**config.mk**
```make
export PLATFORM = sky130hd
export DESIGN_NAME = sum_sipo_collector
export DESIGN_NICKNAME = d
export VERILOG_FILES = /design/src/rtl/sum_sipo_collector.sv
export SDC_FILE = /design/constraint.sdc
export NUM_CORES = 1
export LEC_CHECK = 0
export BUFFER_PORTS_ARGS = -buffer_cell sky130_fd_sc_hd__buf_2
export CORE_ASPECT_RATIO = 0.8
export CORE_MARGIN = 10
export CORE_UTILIZATION = 47
export DETAILED_ROUTE_END_ITERATION = 8
export PLACE_DENSITY = 0.69
export SETUP_SLACK_MARGIN = 0.3
export SYNTH_ARGS = -nofsm -noshare
export SYNTH_HDL_FRONTEND = slang
export SYNTH_SLANG_ARGS = --single-unit
```
**constraint.sdc**
```tcl
create_clock -name i_clk -period 3.4 [get_ports i_clk]
set_input_delay 0.17 -clock i_clk [delete_from_list [all_inputs] [get_ports i_clk]]
set_output_delay 0.17 -clock i_clk [all_outputs]
set_load 0.03 [all_outputs]
```
**src/rtl/sum_sipo_collector.sv**
```systemverilog
// Serial-in parallel-out collector for the serial adder's sum/carry bits.
// Ports: i_clk, reset (async, active-low), start, bit_valid, sum_bit,
//        carry_bit, i_ready -> o_sum[DATA_WIDTH], o_carry, o_valid, o_busy.
module sum_sipo_collector #(
    parameter int DATA_WIDTH = 8,
    parameter int CNT_WIDTH  = 4
) (
    input  logic                  i_clk,
    input  logic                  reset,
    input  logic                  start,
    input  logic                  bit_valid,
    input  logic                  sum_bit,
    input  logic                  carry_bit,
    input  logic                  i_ready,
    output logic [DATA_WIDTH-1:0] o_sum,
    output logic                  o_carry,
    output logic                  o_valid,
    output logic                  o_busy
);

    typedef enum logic [1:0] {
        S_IDLE    = 2'd0,
        S_COLLECT = 2'd1,
        S_HOLD    = 2'd2
    } state_t;

    state_t                r_state;
    state_t                w_state_nxt;
    logic [DATA_WIDTH-1:0] r_shift;
    logic [CNT_WIDTH-1:0]  r_cnt;
    logic [DATA_WIDTH-1:0] r_sum;
    logic                  r_carry;
    logic                  r_valid;
    logic                  r_busy;
    logic                  w_valid_nxt;
    logic                  w_busy_nxt;
    logic                  w_last;
    logic                  w_clear;
    logic                  w_shift_en;
    logic                  w_done;
    logic [DATA_WIDTH-1:0] w_shift_nxt;

    assign w_last      = (r_cnt == CNT_WIDTH'(DATA_WIDTH - 1));
    assign w_shift_nxt = {sum_bit, r_shift[DATA_WIDTH-1:1]};

    // A start is honoured everywhere except in HOLD without a handshake.
    assign w_clear    = start && ((r_state != S_HOLD) || i_ready);
    assign w_shift_en = (r_state == S_COLLECT) && !start && bit_valid;
    assign w_done     = w_shift_en && w_last;

    // State register
    always_ff @(posedge i_clk or negedge reset) begin
        if (!reset) begin
            r_state <= S_IDLE;
        end else begin
            r_state <= w_state_nxt;
        end
    end

    // Next-state logic
    always_comb begin
        w_state_nxt = r_state;
        unique case (r_state)
            S_IDLE: begin
                if (start) w_state_nxt = S_COLLECT;
            end
            S_COLLECT: begin
                if (start)       w_state_nxt = S_COLLECT;
                else if (w_done) w_state_nxt = S_HOLD;
            end
            S_HOLD: begin
                if (i_ready) w_state_nxt = start ? S_COLLECT : S_IDLE;
            end
            default: w_state_nxt = S_IDLE;
        endcase
    end

    // Output logic: flags follow the next state so they come out of flops
    always_comb begin
        w_valid_nxt = (w_state_nxt == S_HOLD);
        w_busy_nxt  = (w_state_nxt == S_COLLECT);
    end

    always_ff @(posedge i_clk or negedge reset) begin
        if (!reset) begin
            r_valid <= 1'b0;
            r_busy  <= 1'b0;
        end else begin
            r_valid <= w_valid_nxt;
            r_busy  <= w_busy_nxt;
        end
    end

    // Shift register and bit counter
    always_ff @(posedge i_clk or negedge reset) begin
        if (!reset) begin
            r_shift <= '0;
            r_cnt   <= '0;
        end else if (w_clear) begin
            r_shift <= '0;
            r_cnt   <= '0;
        end else if (w_done) begin
            r_shift <= '0;
            r_cnt   <= '0;
        end else if (w_shift_en) begin
            r_shift <= w_shift_nxt;
            r_cnt   <= r_cnt + CNT_WIDTH'(1);
        end
    end

    // Result registers keep the last word until the next completion
    always_ff @(posedge i_clk or negedge reset) begin
        if (!reset) begin
            r_sum   <= '0;
            r_carry <= 1'b0;
        end else if (w_done) begin
            r_sum   <= w_shift_nxt;
            r_carry <= carry_bit;
        end
    end

    assign o_sum   = r_sum;
    assign o_carry = r_carry;
    assign o_valid = r_valid;
    assign o_busy  = r_busy;

endmodule

```
**Word level (Yosys, flattened, before mapping)**

Cells that the tools add are included.

- $add $sub $neg: 1
- Multipliers: 0
- Div/mod/pow operators: 0
- Order comparisons: 0
- Eq/ne operators: 6
- Shift operators: 0
- Mux-type cells: 12
- Bitwise logic cells: 0
- Reduce and logical (&&, ||, !) cells: 8

Operators with widths:

| operator | number |
|---|---|
| 8-bit two-way mux | 3 |
| 4-bit two-way mux | 3 |
| 2-bit two-way mux | 4 |
| 2-bit one-hot mux with 3 select lines | 1 |
| 4-bit by 1-bit adder with 4-bit output (second input constant) | 1 |
| 2-bit by 1-bit equality test with 1-bit output (second input constant) | 2 |
| 2-bit equality test (second input constant) | 2 |
| 4-bit by 3-bit equality test with 1-bit output (second input constant) | 1 |
| 1-bit logical AND | 4 |
| 3-bit nonzero test | 1 |
| 2-bit zero test | 1 |
| 2-bit != test (second input constant) | 1 |
| 1-bit zero test | 1 |
| 1-bit logical OR | 1 |
| 1-bit two-way mux | 1 |

- Register bits: 25
- Bits in latches: 0
- Bits in writable memories: 0
- Bits in read-only memories: 0
- Input port bits: 7
- Logic and storage cells: 34
- Memories: 0

**Depth between registers and ports, before layout**

- Depth in word-level cells: 8
- Depth in mapped cells: 5
- Depth with buffers taken out: 4

**Least setup slack after synthesis**

No wires, ideal clock.

- Path type: register -> register
- Start point: reg r_state[1]
- End point: reg r_carry (netlist: o_carry)
- Arrival: 1.275 ns
- Required time: 3.275 ns
- Setup slack: 2.000 ns
- Stages on the path, launching flop included: 6
- Cell sequence: dfrtp_1 buf_6 nand4bb_4 nor2_2 buf_6 mux2_2

- Cells in the longest elaborated chain, start to end: 4

Ends and longest elaborated chain:

| what | line | text |
|---|---|---|
| start: declaration | 27 | `state_t r_state;` |
| start signal: assignment | 56 | `r_state <= w_state_nxt;` |
| 2-bit by 1-bit equality test with 1-bit output | 48 | `assign w_shift_en = (r_state == S_COLLECT) && !start && bit_valid;` |
| 1-bit logical AND (2 in series) | 48 |  |
| 1-bit logical AND | 49 | `assign w_done = w_shift_en && w_last;` |
| end signal: assignment | 118 | `r_carry <= carry_bit;` |
| end: declaration | 32 | `logic r_carry;` |

No other way between the ends.
A chain may end at the register's enable or synchronous reset.

**Worst setup path after layout**

- Start point: reg r_cnt[0]
- End point: reg r_sum[5] (netlist: o_sum[5])

- Cells in the longest elaborated chain, start to end: 2

Ends and longest elaborated chain:

| what | line | text |
|---|---|---|
| start: declaration | 30 | `logic [CNT_WIDTH-1:0] r_cnt;` |
| start signal: assignment | 107 | `r_cnt <= r_cnt + CNT_WIDTH'(1);` |
| 4-bit by 3-bit equality test with 1-bit output | 43 | `assign w_last = (r_cnt == CNT_WIDTH'(DATA_WIDTH - 1));` |
| 1-bit logical AND | 49 |  |
| end signal: assignment | 117 | `r_sum <= w_shift_nxt;` |
| end: declaration | 31 | `logic [DATA_WIDTH-1:0] r_sum;` |

No other way between the ends.

==> results.sh <==
export IMPL_port_buffers=17
export IMPL_drv_cap=0
export IMPL_nNetsFinal=103
export IMPL_rsz0062_at_grt="no"
export IMPL_path_class="flop to flop"
export IMPL_path_cells="ha_1 > nand3b_1 > nor2_2 > mux2_2"
export IMPL_first_pass_iters=3
export IMPL_via_per_inst=5.51
export IMPL_power_leakage_nw=0.574
export IMPL_start_util=0.493
export IMPL_wl_mm=1.88
export IMPL_place_area_sq_mm=0.00113
export IMPL_crit_fanout=11
export IMPL_skew_ns=0.00433
export IMPL_clk_pin_slew_ns=0.12
export IMPL_slowest_stage="nor2_2"
export IMPL_cts_max_level=1
export IMPL_hold_class="primary input to flop"
export IMPL_coreArea_sq_mm=0.00214
export IMPL_critPathArrivalTime_ns=1.95
export IMPL_p_sw_w=0.0000954
export IMPL_cp_top_family="simple AND/OR/NAND/NOR gates"
export IMPL_crit_required_ns=3.60
export IMPL_cts_sinks=24
export IMPL_final_util=0.543
export IMPL_fillerInstances=187
export IMPL_ioPinCount=18
export IMPL_clockRootBuffer="clkbuf_4"
export IMPL_critical_path_max_stage_delay_ns=0.46
export IMPL_run_status="completed"
export IMPL_critPathLaunchType="flop"
export IMPL_insertion_delay_ns=0.30
export IMPL_num_vias=650
export IMPL_ys_types=27
export IMPL_period_minus_slack_ns=1.75
export IMPL_hpwl_mm=1.39
export IMPL_syn_cell_area_sq_mm=0.00105
export IMPL_antenna_found_initial=0
export IMPL_cts_buffer_depth=2
export IMPL_synth_nets=84
export IMPL_path_buf_inv=0
export IMPL_grtUsageTotal=0.0874
export IMPL_slew_viol_final=0
export IMPL_postRouteAntennaNets=0
export IMPL_grt_overflow=0
export IMPL_multi_input_area_sq_um=409
export IMPL_cts_made_buffers=3
export IMPL_routedWlPerCell_um=15.9
export IMPL_setup_viol_count_final=0
export IMPL_synth_avg_cell_area_sq_um=13.9
export IMPL_drive_above_1_share=0.462
export IMPL_final_hold_violation_count=0
export IMPL_power_internal_w=0.000342
export IMPL_yosys_warnings=0
export IMPL_die_y_um=62.4
export IMPL_fmax_mhz=570
export IMPL_seqCellArea_sq_um=601
export IMPL_p_per_area_mw_per_mm2=377
export IMPL_rows=15
export IMPL_worst_slew_pin_transition_ns=0.548
export IMPL_p_sw_frac=0.218
export IMPL_grt_max_degree=25
export IMPL_grt_pass1_vias=689
export IMPL_relSlewSlack=0.634
export IMPL_routabilityCongestion=0.851
export IMPL_grt_pass1_wl_mm=3.27
export IMPL_area_delta_synth_final_pct=10.2
export IMPL_critical_path_endpoint_type="flop"
export IMPL_drt_iter0_drc=49
export IMPL_pwr_share_comb=0.068
export IMPL_vdd_drop_max_mv=0.361
export IMPL_drc=0
export IMPL_dieArea_sq_mm=0.00455
export IMPL_antenna_cells=0
export IMPL_fin_tns_setup_ns=0
export IMPL_p_clk_frac=0.267
export IMPL_pwr_share_seq=0.666
export IMPL_fin_crit_sh=0.516
export IMPL_yosysSeqAreaShare=0.569
export IMPL_stdcell_area_sq_mm=0.00116
export IMPL_ys_ff_latch=24
export IMPL_cts_tree="built"
export IMPL_synthesis_instances=76
export IMPL_chipWidth_um=73.0
cell usage after synthesis, drive strengths merged:
cell	number	area, sq um
nand3	1	5.00
nor2	4	17.5
mux2	10	113
a22o	8	78.8
mux2i	1	10.0
nand3b	1	7.51
nand2	2	7.51
o22ai	4	25.0
and3	1	7.51
nor3b	1	7.51
dfrtp	24	601
a2bb2oi	2	17.5
or3	1	7.51
nand4b	1	8.76
o21ai	2	10.0
buf	4	41.3
nor3	2	10.0
ha	1	12.5
nor2b	1	6.26
and2	1	8.76
inv	1	3.75
nand4bb	1	27.5
a21oi	1	5.00
and4bb	1	16.3
worst reg2reg max path, delay by kind of cell (launching register included):
kind | cells | cell delay (ns)
muxes | 1 | 0.40
DFF | 1 | 0.40
and+or+nand+nor | 2 | 0.61
adders and majority gates | 1 | 0.24
final timing paths:
path | slack (ns) | cells after the start | endpoint | startpoint
worst max-delay path | 1.65 | 4 | o_sum[5] | r_cnt[0]
worst min-delay path | 0.09 | 2 | o_carry | carry_bit
worst max register to register | 1.65 | 4 | o_sum[5] | r_cnt[0]
worst min register to register | 0.51 | 1 | r_shift[1] | r_shift[1]
max in group asynchronous | 2.68 | 2 | o_sum[5] | reset
min in group asynchronous | 0.36 | 2 | o_carry | reset
placed cells by master (no fill, tap or decap), types with 2 or more instances in the layout:
cell,count
a2bb2oi_1,2
nor2_1,3
clkbuf_4,3
buf_2,17
nand2_1,2
a22o_2,7
o21ai_0,2
dfrtp_1,24
mux2_2,10
nor3_1,2
o22ai_1,4
power by group through the flow:
stage          clock [W]  combinational (W)  sequential, W
3_3_place_gp           0          0.0000289       0.000297
6_report        0.000117          0.0000296       0.000292
5_1_grt         0.000135          0.0000336       0.000292
2_1_floorplan          0          0.0000160       0.000297
4_1_cts         0.000125          0.0000302       0.000292
3_5_place_dp           0          0.0000291       0.000297
repair_timing:
action,in CTS,in global routing
endpoints found under the hold margin,24,0
endpoints found under the setup margin,0,0
gates resized for setup,0,0
setup buffers,0,0
hold buffers,1,0
layout make-up:
class,count,area share
sequential,24,0.517
multi-input combinational,47,0.352
timing repair buffer,18,0.0818
tap,25,0.0269
clock buffer,3,0.0194
inverter,1,0.00323
flip-flops by register name, indices dropped and copies added, names as in the netlist:
signal	cells
o_busy	1
o_carry	1
o_sum	8
o_valid	1
r_cnt	4
r_shift	7
r_state	2
per-layer routing:
metal / track usage / part of all wire
met1: 0.113 / 0.49
met2: 0.131 / 0.45
met3: 0.0365 / 0.056
met4: 0.0213 / 0.0069
met5: 0 / 0
through the flow:
stage,setup slack [ns],power (W),instances,hold WS (ns)
2_1_floorplan,2.00,0.000312,76,-0.126
3_3_place_gp,1.67,0.000326,114,0.176
3_5_place_dp,1.65,0.000326,114,0.178
4_1_cts,1.63,0.000447,118,0.0797
5_1_grt,1.56,0.000460,118,0.0774
6_report,1.65,0.000438,118,0.0902
kinds of logic (layout without fill, tap and decap cells):
logic type	count (synthesis)	count (layout)	synth area share
flops	24	24	0.569
mux	11	11	0.116
buf+inv	5	22	0.0427
fa+ha+maj	1	1	0.0119
simple gates	18	18	0.131
compound gates	17	17	0.129
No activity file was read; power rests on OpenSTA's default activity.
